===== config.mk =====
export PLATFORM = sky130hd
export DESIGN_NAME = gecko_writeback_arbiter
export DESIGN_NICKNAME = d
export VERILOG_FILES = /design/src/rtl/gecko_writeback_arbiter.sv
export SDC_FILE = /design/constraint.sdc
export NUM_CORES = 1
export LEC_CHECK = 0
export ABC_AREA = 1
export BUFFER_PORTS_ARGS = -buffer_cell sky130_fd_sc_hd__buf_2
export CAP_MARGIN = 20
export CORE_MARGIN = 1
export CORE_UTILIZATION = 25
export DETAILED_ROUTE_END_ITERATION = 6
export PLACE_DENSITY_LB_ADDON = 0.2
export SETUP_SLACK_MARGIN = 0.4
export SKIP_LAST_GASP = 1
export SLEW_MARGIN = 20
export SYNTH_ARGS = -nofsm -noshare
export SYNTH_HDL_FRONTEND = slang
export SYNTH_SLANG_ARGS = --single-unit

===== constraint.sdc =====
create_clock -name clk -period 5.3 [get_ports clk]
set_input_delay 0.53 -clock clk [delete_from_list [all_inputs] [get_ports clk]]
set_output_delay 0.53 -clock clk [all_outputs]
set_load 0.01 [all_outputs]

===== src/rtl/gecko_writeback_arbiter.sv =====
// Rotating round-robin writeback scheduler for the gecko pipeline.
// A per-register status table keeps results for one destination in tag order.
module gecko_writeback_arbiter #(
    parameter  int NUM_INPUTS   = 3,
    parameter  int DATA_WIDTH   = 32,
    parameter  int ADDR_WIDTH   = 5,
    parameter  int STATUS_WIDTH = 2,
    localparam int SRC_WIDTH    = $clog2(NUM_INPUTS)
) (
    input  logic                               clk,
    input  logic                               rst,
    input  logic [NUM_INPUTS-1:0]              in_valid,
    output logic [NUM_INPUTS-1:0]              in_ready,
    input  logic [NUM_INPUTS*ADDR_WIDTH-1:0]   in_addr,
    input  logic [NUM_INPUTS*STATUS_WIDTH-1:0] in_status,
    input  logic [NUM_INPUTS*DATA_WIDTH-1:0]   in_data,
    output logic                               out_valid,
    input  logic                               out_ready,
    output logic [ADDR_WIDTH-1:0]              out_addr,
    output logic [STATUS_WIDTH-1:0]            out_status,
    output logic [DATA_WIDTH-1:0]              out_data,
    output logic [SRC_WIDTH-1:0]               out_source,
    output logic                               init_done
);

    localparam int                 DEPTH = 2 ** ADDR_WIDTH;
    localparam logic [SRC_WIDTH:0] NUM_W = (SRC_WIDTH + 1)'(NUM_INPUTS);

    typedef enum logic {
        ST_INIT = 1'b0,
        ST_RUN  = 1'b1
    } state_t;

    state_t                  state_r;
    state_t                  state_nxt_s;
    logic [STATUS_WIDTH-1:0] table_r [DEPTH];
    logic [ADDR_WIDTH-1:0]   clear_cnt_r;
    logic [SRC_WIDTH-1:0]    rr_ptr_r;
    logic [NUM_INPUTS-1:0]   elig_s;
    logic [SRC_WIDTH-1:0]    cand_s;
    logic [SRC_WIDTH-1:0]    grant_idx_s;
    logic                    grant_s;
    logic                    adv_s;
    logic                    run_s;
    logic [ADDR_WIDTH-1:0]   g_addr_s;
    logic [STATUS_WIDTH-1:0] g_status_s;
    logic [DATA_WIDTH-1:0]   g_data_s;

    // Channel index base+offs modulo NUM_INPUTS; both operands stay below NUM_INPUTS.
    function automatic logic [SRC_WIDTH-1:0] rot_idx(input logic [SRC_WIDTH-1:0] base,
                                                     input logic [SRC_WIDTH:0]   offs);
        logic [SRC_WIDTH:0] sum;
        sum = {1'b0, base} + offs;
        sum = (sum >= NUM_W) ? (sum - NUM_W) : sum;
        return sum[SRC_WIDTH-1:0];
    endfunction

    assign run_s = (state_r == ST_RUN);
    assign adv_s = !out_valid || out_ready;

    // Eligibility, rotating search (highest offset first so the nearest hit wins) and grant mux.
    always_comb begin
        elig_s      = '0;
        cand_s      = '0;
        grant_s     = 1'b0;
        grant_idx_s = '0;
        g_addr_s    = '0;
        g_status_s  = '0;
        g_data_s    = '0;
        for (int i = 0; i < NUM_INPUTS; i++) begin
            elig_s[i] = in_valid[i] &&
                (table_r[in_addr[i*ADDR_WIDTH +: ADDR_WIDTH]] == in_status[i*STATUS_WIDTH +: STATUS_WIDTH]);
        end
        for (int k = NUM_INPUTS - 1; k >= 0; k--) begin
            cand_s      = rot_idx(rr_ptr_r, (SRC_WIDTH + 1)'(k));
            grant_idx_s = elig_s[cand_s] ? cand_s : grant_idx_s;
            grant_s     = grant_s | elig_s[cand_s];
        end
        grant_s = grant_s & run_s & adv_s;
        for (int i = 0; i < NUM_INPUTS; i++) begin
            g_addr_s   = (grant_idx_s == SRC_WIDTH'(i)) ? in_addr[i*ADDR_WIDTH +: ADDR_WIDTH] : g_addr_s;
            g_status_s = (grant_idx_s == SRC_WIDTH'(i)) ? in_status[i*STATUS_WIDTH +: STATUS_WIDTH] : g_status_s;
            g_data_s   = (grant_idx_s == SRC_WIDTH'(i)) ? in_data[i*DATA_WIDTH +: DATA_WIDTH] : g_data_s;
        end
    end

    // One-hot ready for the granted channel only; combinational on out_ready by design.
    always_comb begin
        in_ready = '0;
        for (int i = 0; i < NUM_INPUTS; i++) begin
            in_ready[i] = grant_s && (grant_idx_s == SRC_WIDTH'(i));
        end
    end

    // INIT leaves after the last table entry has been cleared.
    always_comb begin
        state_nxt_s = state_r;
        case (state_r)
            ST_INIT: state_nxt_s = (clear_cnt_r == '1) ? ST_RUN : ST_INIT;
            ST_RUN:  state_nxt_s = ST_RUN;
            default: state_nxt_s = ST_INIT;
        endcase
    end

    // State, clear counter (wraps back to zero on the last entry) and init flag.
    always_ff @(posedge clk or posedge rst) begin
        if (rst) begin
            state_r     <= ST_INIT;
            clear_cnt_r <= '0;
            init_done   <= 1'b0;
        end else begin
            state_r <= state_nxt_s;
            if (state_r == ST_INIT) begin
                clear_cnt_r <= clear_cnt_r + ADDR_WIDTH'(1);
                init_done   <= (clear_cnt_r == '1);
            end
        end
    end

    // Status table: cleared entry by entry in INIT, advanced by one tag on each grant.
    always_ff @(posedge clk) begin
        if (!run_s) begin
            table_r[clear_cnt_r] <= '0;
        end else if (grant_s) begin
            table_r[g_addr_s] <= g_status_s + STATUS_WIDTH'(1);
        end
    end

    // Output slot and round-robin pointer; the slot holds while the consumer stalls.
    always_ff @(posedge clk or posedge rst) begin
        if (rst) begin
            out_valid  <= 1'b0;
            out_addr   <= '0;
            out_status <= '0;
            out_data   <= '0;
            out_source <= '0;
            rr_ptr_r   <= '0;
        end else if (run_s && adv_s) begin
            if (grant_s) begin
                out_valid  <= 1'b1;
                out_addr   <= g_addr_s;
                out_status <= g_status_s;
                out_data   <= g_data_s;
                out_source <= grant_idx_s;
                rr_ptr_r   <= rot_idx(grant_idx_s, (SRC_WIDTH + 1)'(1));
            end else begin
                out_valid <= 1'b0;
            end
        end
    end

endmodule


==> results.md <==
- Status: complete, no violations
- Final hold violations: 0
- Layout cell share with drive strength beyond 1: 23.0%
- Worst Path Required: between 5 and 6 ns
- Worst Path Arrival: approximately 4.4 ns
- Die width: ~170 um
- DRT antenna net count: 0
- First-pass GRT wire length: approximately 36 mm
- Die Ht: 172 um
- Core Area: 28000 um^2
- Post-DP HPWL: about 18 mm
- Clock Skews: around 0.018 ns
- Total clock sinks: 115
- Pre-CTS setup slack: between 0.6 and 0.7 ns
- Commonest non-fill, non-tap cells in the layout: nand2_1 (326), nand3_1 (177), buf_2 (168)
- Post CTS Setup Buffer Count: 0
- Number of synthesized register bits: 115
- RSZ-0062 raised after global routing: false
- GRT Resource Usage Total: 16.3%
- Most common cell after layout, fill and taps aside: nand2_1
- CTS root buffer: clkbuf_16
- H-tree Lvls: 4
- Largest net degree at the start of global routing: 66
- Crit Path Class: in2reg
- Final setup fails: 0
- # port buffers: around 170
- TritonCTS Buffers: 17
- Max-cap violation count: 0
- Power Density: about 560 nW/um^2
- CP max FO: 34
- Ant. Diodes: 0
- CP Capture Type: register
- Top layer in use: met4
- Slowest stage delay, CP: approximately 0.37 ns
- Crit-path most repeated cell: nand2_1
- CTS Hold Bufs: 0
- Vias per std cell: approximately 4.8
- Nets: 1194
- Leak: 3.99 nW
- Rows: 61
- Non-Filler Instances: ~1500
- Clock transition at path regs: 0.07 ns
- Vias in the first global route: ~6200
- Area Overhead vs Synth: 22.2%
- Mapped Nets: between 1000 and 1500
- 1st-pass router iterations: 5
- Post-detailed-route wirelength per cell: 16.9 um
- Deepest clock path buffer count: 2
- Routed met3 length: 1.38 mm
- GP Congestion: just under 0.9
- CTS tree: yes
- Setup TNS: 0 ns
- Tot Pwr: roughly 4.9 mW
- Initial Util: about a quarter
- F_max: 232 MHz
- Final wirelength: roughly 25 mm
- Hold Slack: roughly 0.28 ns
- GRT overflow: 0
- CP Buf/Inv Count: 5
- Worst skew pair latency: 0.42 ns
- Via count: around 7000
- Primary FF master, synth: edfxtp_1
- DRT iter0 DRCs: 615
- Cell Chain, Critical Path: buf_2 > clkinv_1 > nand3_1 > nand2_1 > nand2_1 > nand2_1 > o21ai_1 > xor2_1 > nor2_2 > nand2_1 > nand2_1 > nand2_2 > o21ai_0 > o21ai_0 > inv_1 > ha_1 > nor2_2 > buf_4 > a221oi_1 > a21oi_1 > xnor2_1 > nor2_1 > buf_4
- Max VDD drop: 313 uV
- Detail Route met2 WL: 11.4 mm
- Avg Cell Area, Syn: 7.77 um^2
- Final period utilization: between 80% and 90%
- Dpl cells: between 1000 and 1500
- Synth cell types: 36
- Final WS setup: 0.983 ns
- Minimum clock period: around 4.3 ns
- DIE AREA: 29400 um^2
- M1 WL: about 11 mm
- Slew Viols, Final: 0
- Ys Warns: 0
- CP max stage cell: buf_4
- Seq/Total Area, Yosys: about 45%
- Final Cell Area: between 8000 and 9000 um^2
- Slew HR: between 50% and 60%
- Area after DPL: 8200 um^2
- Final Util: 31.3%
- Worst-Margin Slew: slightly below 0.7 ns
- Async SR Flop Fraction: 44.3%
- Hold crit path type: in2async
- Initial antenna violation count: 0
- Cells after Synth: 924
- CTS resizes: 0
- Drt drc: 0
- Startpoint types: input pin
- Number of synthesized flops with an enable pin: 64
- CP top delay family: buffers and inverters
- Top Ports: between 150 and 200
- Synthesized cell area: 7180 um^2
[cells by family after synthesis]
group	after synthesis	synth area share [%]
xor+xnor	5	0.610
compound gates	92	9.86
flops	115	44.5
buf+inv	100	7.66
simple gates	605	36.1
fa+ha+maj	7	1.22
[power by group]
group	internal, mW	leakage (nW)	switching (mW)	total (mW)
Sequential	1.35	1.23	0.116	1.46
Clock	0.653	0.281	0.451	1.10
Combinational	0.743	2.48	1.58	2.32
Total	2.74	3.99	2.15	4.89
[cell usage after synthesis (7+ instances only)]
| cell | n | area, um^2 |
|---|---|---|
| buf_4 | 9 | 67.6 |
| a221oi_1 | 38 | 333 |
| nand3_1 | 177 | 886 |
| ha_1 | 7 | 87.6 |
| buf_2 | 17 | 85.1 |
| clkbuf_1 | 16 | 60.1 |
| edfxtp_1 | 64 | 1920 |
| buf_6 | 15 | 169 |
| nor2_1 | 78 | 293 |
| nand2_1 | 326 | 1220 |
| o31ai_1 | 30 | 225 |
| a21oi_1 | 10 | 50.1 |
| inv_1 | 32 | 120 |
| nand2_2 | 8 | 50.1 |
| dfrtp_1 | 51 | 1280 |
[tightest hold or removal path, cell delays in order]
cell	delay (ns)
buf_2	0.10
inv_2	0.03
buf_4	0.53
[layer usage]
metal / vias up / global-route usage (%)
met5: - / 0
met4: 0 / 4.50
met3: 19 / 2.85
met2: 183 / 25.6
met1: 3302 / 22.8
li1: 3445 / -
[final cells by class]
class	count	area [um^2]
multi-input cells	709	3440
repair buffers	179	923
clock buffers	19	464
flip-flops and latches	115	3200
well taps	378	473
inverters	42	165
fillers	3024	19200
clock inverters	13	109
[flip-flops by register name, indices dropped and copies added, names as in the netlist]
name and flops:
run_s 1, out_valid 1, out_source 2, out_data 32, out_addr 5, out_status 2
table_r 64, clear_cnt_r 5, init_done 1, rr_ptr_r 2
[final timing paths]
path	startpoint	end	slack, ns	cells past startpoint
max	in_addr[12]	table_r[19][1]$_DFFE_PP_	0.98	23
min	rst	out_data[22]$_DFFE_PP0P_	0.28	3
max reg2reg	table_r[31][0]$_DFFE_PP_	table_r[19][1]$_DFFE_PP_	1.08	23
min reg2reg	out_addr[1]$_DFFE_PP0P_	out_addr[1]$_DFFE_PP0P_	0.47	2
max in group asynchronous	rst	out_status[0]$_DFFE_PP0P_	4.55	3
min in group clk	in_data[83]	out_data[19]$_DFFE_PP0P_	0.41	3
Note: power is estimated with default switching activity, not from simulation.
